==> src/rtl/t02_arb_pkg.sv <==
// Shared types for the t02 memory arbiter: FSM states, grant encoding and
// the length of the post-strobe settle window.
package t02_arb_pkg;

    typedef enum logic [2:0] {
        IDLE,
        ISSUE,
        SETTLE,
        WAIT,
        DONE
    } arb_state_t;

    typedef enum logic {
        GNT_I = 1'b0,
        GNT_D = 1'b1
    } grant_t;

    // Cycles with strobes low and busy_o ignored, covering the RAM's late busy rise.
    localparam int SETTLE_CYCLES = 1;
    localparam int SETTLE_CNT_W  = (SETTLE_CYCLES > 1) ? $clog2(SETTLE_CYCLES) : 1;

endpackage

==> src/rtl/t02_arb_pick.sv <==
// Combinational winner select between fetch and data requesters.
// Build option: T02_ARB_ROUND_ROBIN_EN alternates ties; otherwise data wins ties.
module t02_arb_pick
    import t02_arb_pkg::*;
(
    input  logic   i_req,
    input  logic   d_req,
    input  grant_t last_grant,
    output grant_t winner
);

    always_comb begin
        // NOTE: default assigned first so every path drives winner and no latch is inferred.
        winner = last_grant;
        if (i_req && d_req) begin
`ifdef T02_ARB_ROUND_ROBIN_EN
            winner = (last_grant == GNT_D) ? GNT_I : GNT_D;
`else
            winner = GNT_D;
`endif
        end else if (d_req) begin
            winner = GNT_D;
        end else if (i_req) begin
            winner = GNT_I;
        end
    end

endmodule

==> src/rtl/t02_mem_arbiter.sv <==
// Shares one RAM port between instruction fetch and load/store traffic.
// Tie policy selected by T02_ARB_ROUND_ROBIN_EN inside t02_arb_pick.
module t02_mem_arbiter
    import t02_arb_pkg::*;
#(
    parameter int ADDR_W = 32,
    parameter int DATA_W = 32
) (
    input  logic              clk,
    input  logic              rst,
    input  logic              en,
    input  logic              i_req,
    input  logic [ADDR_W-1:0] i_addr,
    output logic              i_ready,
    output logic [DATA_W-1:0] i_rdata,
    input  logic              d_req,
    input  logic              d_we,
    input  logic [ADDR_W-1:0] d_addr,
    input  logic [DATA_W-1:0] d_wdata,
    output logic              d_ready,
    output logic [DATA_W-1:0] d_rdata,
    output logic [ADDR_W-1:0] ramaddr,
    output logic [DATA_W-1:0] ramstore,
    output logic              Ren,
    output logic              Wen,
    input  logic [DATA_W-1:0] ramload,
    input  logic              busy_o
);

    localparam logic [SETTLE_CNT_W-1:0] SETTLE_LAST = SETTLE_CNT_W'(SETTLE_CYCLES - 1);

    arb_state_t              state;
    arb_state_t              state_next;
    grant_t                  winner;
    grant_t                  grant_q;
    grant_t                  last_grant;
    logic                    we_q;
    logic [ADDR_W-1:0]       addr_q;
    logic [DATA_W-1:0]       wdata_q;
    logic [SETTLE_CNT_W-1:0] settle_cnt;
    logic                    take;

    t02_arb_pick u_pick (
        .i_req      (i_req),
        .d_req      (d_req),
        .last_grant (last_grant),
        .winner     (winner)
    );

    assign take     = (state == IDLE) && en && (i_req || d_req);
    assign ramaddr  = addr_q;
    assign ramstore = wdata_q;

    always_ff @(posedge clk) begin
        // NOTE: non-blocking assignments so every register samples pre-edge values.
        if (rst) begin
            state <= IDLE;
        end else begin
            state <= state_next;
        end
    end

    always_comb begin
        state_next = state;
        case (state)
            IDLE:    if (take) state_next = ISSUE;
            ISSUE:   state_next = SETTLE;
            SETTLE:  if (settle_cnt == SETTLE_LAST) state_next = WAIT;
            WAIT:    if (!busy_o) state_next = DONE;
            DONE:    state_next = IDLE;
            default: state_next = IDLE;
        endcase
    end

    always_comb begin
        Ren     = 1'b0;
        Wen     = 1'b0;
        i_ready = 1'b0;
        d_ready = 1'b0;
        case (state)
            ISSUE: begin
                Ren = ~we_q;
                Wen = we_q;
            end
            DONE: begin
                i_ready = (grant_q == GNT_I);
                d_ready = (grant_q == GNT_D);
            end
            default: ;
        endcase
    end

    // Request copies are taken once at grant; later changes on the ports are ignored.
    always_ff @(posedge clk) begin
        if (rst) begin
            addr_q     <= '0;
            wdata_q    <= '0;
            we_q       <= 1'b0;
            grant_q    <= GNT_I;
            last_grant <= GNT_D;
            settle_cnt <= '0;
            i_rdata    <= '0;
            d_rdata    <= '0;
        end else begin
            if (take) begin
                grant_q    <= winner;
                last_grant <= winner;
                if (winner == GNT_D) begin
                    addr_q  <= d_addr;
                    wdata_q <= d_wdata;
                    we_q    <= d_we;
                end else begin
                    addr_q  <= i_addr;
                    wdata_q <= '0;
                    we_q    <= 1'b0;
                end
            end

            if (state == ISSUE) begin
                settle_cnt <= '0;
            end else if (state == SETTLE) begin
                settle_cnt <= settle_cnt + SETTLE_CNT_W'(1);
            end

            // Stores complete without touching either read-data register.
            if ((state == WAIT) && !busy_o && !we_q) begin
                if (grant_q == GNT_I) begin
                    i_rdata <= ramload;
                end else begin
                    d_rdata <= ramload;
                end
            end
        end
    end

endmodule

==> config.mk <==
export PLATFORM = sky130hd
export DESIGN_NAME = t02_mem_arbiter
export DESIGN_NICKNAME = d
export VERILOG_FILES = /design/src/rtl/t02_arb_pkg.sv /design/src/rtl/t02_arb_pick.sv /design/src/rtl/t02_mem_arbiter.sv
export SDC_FILE = /design/constraint.sdc
export NUM_CORES = 1
export LEC_CHECK = 0
export CORE_ASPECT_RATIO = 0.7
export CORE_MARGIN = 8
export CORE_UTILIZATION = 43
export CTS_BUF_LIST = sky130_fd_sc_hd__clkbuf_8 sky130_fd_sc_hd__clkbuf_16
export DETAILED_ROUTE_END_ITERATION = 7
export GPL_TIMING_DRIVEN = 0
export PLACE_DENSITY = 0.83
export SLEW_MARGIN = 20
export SYNTH_ARGS = -nofsm -noshare
export SYNTH_HDL_FRONTEND = slang
export SYNTH_SLANG_ARGS = --single-unit
export TNS_END_PERCENT = 50
==> constraint.sdc <==
create_clock -name clk -period 2.4 [get_ports clk]
set_clock_uncertainty 0.1 [all_clocks]
set_input_delay 0.48 -clock clk [delete_from_list [all_inputs] [get_ports clk]]
set_output_delay 0.48 -clock clk [all_outputs]
set_load 0.02 [all_outputs]
After elaboration in Yosys (flattened, before gate mapping)
Index checks and enable logic that the tools add are counted.
- register bits after elaboration: 135
- multiplexer cells: 14
- equality and inequality tests: 7
- bitwise operators: 2
- $add $sub $neg: 1
- reductions and logical operators: 13
- operator list (operator ; count):
    $mux W32 ; 2
    $pmux W3 S4 ; 1
    $mux W3 ; 3
    $mux W1 ; 8
    $eq A3 B2 Y1 const B ; 2
    $ne A2 B2 Y1 const B ; 3
    $logic_and A1 B1 Y1 ; 5
    $reduce_and A2 Y1 ; 2
    $eq A3 B1 Y1 const B ; 1
    $eq A3 B3 Y1 const B ; 1
    $logic_not A3 Y1 ; 1
    $reduce_and A3 Y1 ; 1
    $logic_not A1 Y1 ; 2
    $not A1 Y1 ; 2
    $reduce_or A2 Y1 ; 1
    $add A1 B1 Y1 const B ; 1
    $logic_or A1 B1 Y1 ; 1

Depth between registers and ports, before layout
- word-level depth: 5
- depth in mapped cells: 6

By module
Synthesis repeated with hierarchy kept, for this count alone.
- cell total of the unflattened synthesis: 569
- area, all modules: 5709.2 µm²
- by module, submodules not included (module ; instances ; area each (µm²) ; cells each):
    t02_mem_arbiter ; 1 ; 5698.0 ; 567
    t02_arb_pick ; 1 ; 11.3 ; 2

Least setup slack after synthesis
Ideal clock, no wire load.
- kind: input to register
- from: input busy_o
- to: register i_rdata[10]
- slack: 716 ps
- required time: 2180 ps
- stages: 5
- arrival: 1465 ps
- setup time: 120 ps
- cells stage by stage: nand3b_4 or4_1 buf_6 buf_6 mux2i_1
- cells in the longest elaborated chain, start to end: 4
- ends and longest elaborated chain (item ; line ; RTL):
    from (decl) ; t02_mem_arbiter.sv:27 ; input logic busy_o
    $logic_not A1 Y1 ; t02_mem_arbiter.sv:126 ; if ((state == WAIT) && !busy_o && !we_q) begin
    $logic_and A1 B1 Y1 (2 in a row) ; t02_mem_arbiter.sv:126 ;
    $reduce_and A2 Y1 (no line) ; -- ;
    to (signal assigned) ; t02_mem_arbiter.sv:128 ; i_rdata <= ramload;
    to (decl) ; t02_mem_arbiter.sv:15 ; output logic [DATA_W-1:0] i_rdata,
No other way between the ends.
A chain may end at the register's enable or synchronous reset.

Worst setup path after layout
- from: register state[0]
- to: output d_ready
- cells in the longest elaborated chain, start to end: 2
- ends and longest elaborated chain (item ; line ; RTL):
    from (decl) ; t02_mem_arbiter.sv:32 ; arb_state_t state;
    from (signal assigned) ; t02_mem_arbiter.sv:59 ; state <= state_next;
    $eq A3 B3 Y1 ; t02_mem_arbiter.sv:80 ; case (state)
    $mux W1 ; t02_mem_arbiter.sv:80 ;
    to (decl) ; t02_mem_arbiter.sv:20 ; output logic d_ready,
No other way between the ends.

==> impl_results.md <==
- Ports: 267
- Hold buffers post-CTS: 0
- Synth unique cells: 33
- Largest area contributor in the netlist: dfxtp_1
- RSZ-0062 raised after global routing: false
- Global-route wire length before repair: 32890 µm
- WHS Path Cells: 2
- DP Worst Slack: -0.1044 ns
- CTS H-tree lvls: 4
- Reg area: 0.002704 mm²
- Peak fanout along the critical path: 10
- Worst EP required: 1.82 ns
- Worst slew pin tran: 0.8391 ns
- Reg2Reg Depth: 6
- Final WL: 21160 µm
- Drt first pass iters: 4
- Sink Count: 135
- CTS tree: done
- NumNets Final: 1045
- Port Buffer Count: 263
- Die X: 155.7 µm
- Area occupied by multi-input gates: 0.002849 mm²
- Fillcell total: 1058
- Number of global-route vias before repair: 6048
- Synth area leaders: dfxtp_1 (46%), mux2i_1 (11%), nand2b_1 (10%), a21oi_1 (5.7%), o21ai_0 (5.4%)
- Pleak: 3.360 nW
- Final setup vio count: 0
- Fin crit period: 2.219 ns
- GR Util All Layers: 0.2318
- Vias/cell: 5.417
- Crit path DAT: 1.64 ns
- # placed instances: 1077
- Clk_lat worst skew: 0.39 ns
- Max-cap viol count: 0
- Kind of critical path: reg2out
- Max clock buf depth: 2
- Avg Cell Area, Syn: 9.333 µm²
- Clock transition at the registers of the reported paths: 0.05 ns
- Initial antenna violation count: 0
- Synth top area share: 0.4604
- Pwr Density: 653.6 mW/mm²
- Via Count: 5986
- Layout cell share with drive strength beyond 1: 0.05326
- Postcts setup bufs: 0
- Die height: 113.8 µm
- Startpoint Class: flop
- Worst vdd ir: 0.4850 mV
- Pint: 4.483 mW
- Clk pwr share: 0.426
- Die area: 0.01771 mm²
- #FFs+latches synth: 135
- Status: completed
- DRC: 0
- Initial Util: 0.4439
- ANT nets after route: 0
- Max Slew Vio Count: 0
- Syn. warnings: 0
- Area grow syn2layout: 58.65%
- Largest net degree at the start of global routing: 17
- CTS Buf Count: 17
- Commonest non-fill, non-tap cell in the layout: clkdlybuf4s50_1
- Switch Pwr: 1.605 mW
- Most frequent cells in the layout: clkdlybuf4s50_1 (259), dfxtp_1 (134), nand2b_1 (96)
- Final Power: 6.088 mW
- Worst Slack Setup Final: 0.1809 ns
- Syn Nets: 764
- Worst setup EP type: output pin
- Gate power share: 0.179
- Final Hold Vio Count: 0
- Cts repair resizes: 4
- Sequential share of power: 0.395
- WHS: 0.3711 ns
- Gr ovfl total: 0
- ANT cells: 0
- Fin cells: 1105
- Worst Hold Class: reg2reg
- RePlAce Congestion: 0.8614
- DR iter-0 viols: 357
- Rows: 35
- Switching part of the total: 0.2636
- Cell area after synthesis: 0.005871 mm²
- Final period util: 0.9246
- Max-slew headroom: 0.4364
- Clock Root Buffer: clkbuf_16
- Area of the core: 0.01323 mm²
- Synth Instances: 629
- Fmax: 450.6 MHz
- DP HPWL: 15910 µm
- Routed WL per cell: 19.15 µm
- Sequential area share after synthesis: 0.4604
==> flip-flops by register name (all words and copies together), names as in the netlist <==
| name | flops |
|---|---|
| ramstore | 32 |
| last_grant | 1 |
| grant_q | 1 |
| d_rdata | 32 |
| i_rdata | 32 |
| settle_cnt | 1 |
| ramaddr | 32 |
| state | 3 |
| we_q | 1 |
==> cells by family (layout without fill, tap and decap cells) <==
group	after synthesis	count (layout)	synth area share
DFF	135	135	0.4604
AOI/OAI and AO/OA	204	204	0.2101
buffers and inverters	73	364	0.05435
and+or+nand+nor	153	153	0.1660
muxes	64	64	0.1091
==> layer usage <==
layer,global-route usage,vias up,wire [µm]
met5,0,-,0
met2,0.3547,247,9352
li1,-,2873,-
met3,0.07782,46,1797
met1,0.2958,2820,9315
met4,0.09214,0,696
==> cells in the mapped netlist (all sizes together) <==
master,number
nor4b,2
a211oi,1
or4,1
nor2,5
nand2b,96
nor4,1
a21o,1
a221o,1
mux2i,64
a21oi,67
buf,18
or3,1
or4b,1
clkbuf,53
and3,2
inv,2
nor3,3
nand4,34
nor3b,1
nand2,2
nand3,1
o211ai,32
a311oi,32
and2,1
dfxtp,135
o21ai,69
o21a,1
nor2b,1
nand3b,1
==> final timing paths <==
| path | startpoint | end | slack (ns) |
|---|---|---|---|
| min reg2reg | ramstore[25]$_SDFFE_PP0P_ | ramstore[25]$_SDFFE_PP0P_ | 0.37 |
| min | ramstore[25]$_SDFFE_PP0P_ | ramstore[25]$_SDFFE_PP0P_ | 0.37 |
| max reg2reg | state[0]$_SDFFE_PP0P_ | ramstore[26]$_SDFFE_PP0P_ | 0.37 |
| max | state[0]$_SDFFE_PP0P_ | d_ready | 0.18 |
==> critical path: stages (launching register included) <==
cell	delay (ns)
dfxtp_1	0.29
buf_2	0.17
nor2_1	0.22
and3_1	0.19
dlygate4sd2_1	0.37
==> per-stage QoR <==
stage               utilization  TNS [ns]  instance area (µm²)
floorplan                     -         0                 5871
global placement         0.6605   -0.3423                 8735
detailed placement       0.6605    -2.446                 8735
global route             0.7043         0                 9314
finish                   0.7043         0                 9314
CTS                      0.7041         0                 9311
==> power by group through the flow <==
stage | combinational (mW) | sequential (mW) | clock (mW)
2_1_floorplan | 0.414 | 2.56 | 0
3_3_place_gp | 1.07 | 2.45 | 0
3_5_place_dp | 1.08 | 2.45 | 0
4_1_cts | 1.09 | 2.40 | 2.63
5_1_grt | 1.17 | 2.41 | 2.74
6_report | 1.09 | 2.40 | 2.59
==> layout make-up <==
| class | count | area share |
|---|---|---|
| clock buffers | 17 | 0.04567 |
| well taps | 185 | 0.02485 |
| inverters | 2 | 0.0008060 |
| clock inverters | 12 | 0.01693 |
| plain buffers | 70 | 0.03305 |
| repair buffers | 263 | 0.2825 |
| flip-flops and latches | 135 | 0.2903 |
| multi-input cells | 421 | 0.3059 |
Power figures use the tool's default switching activity.
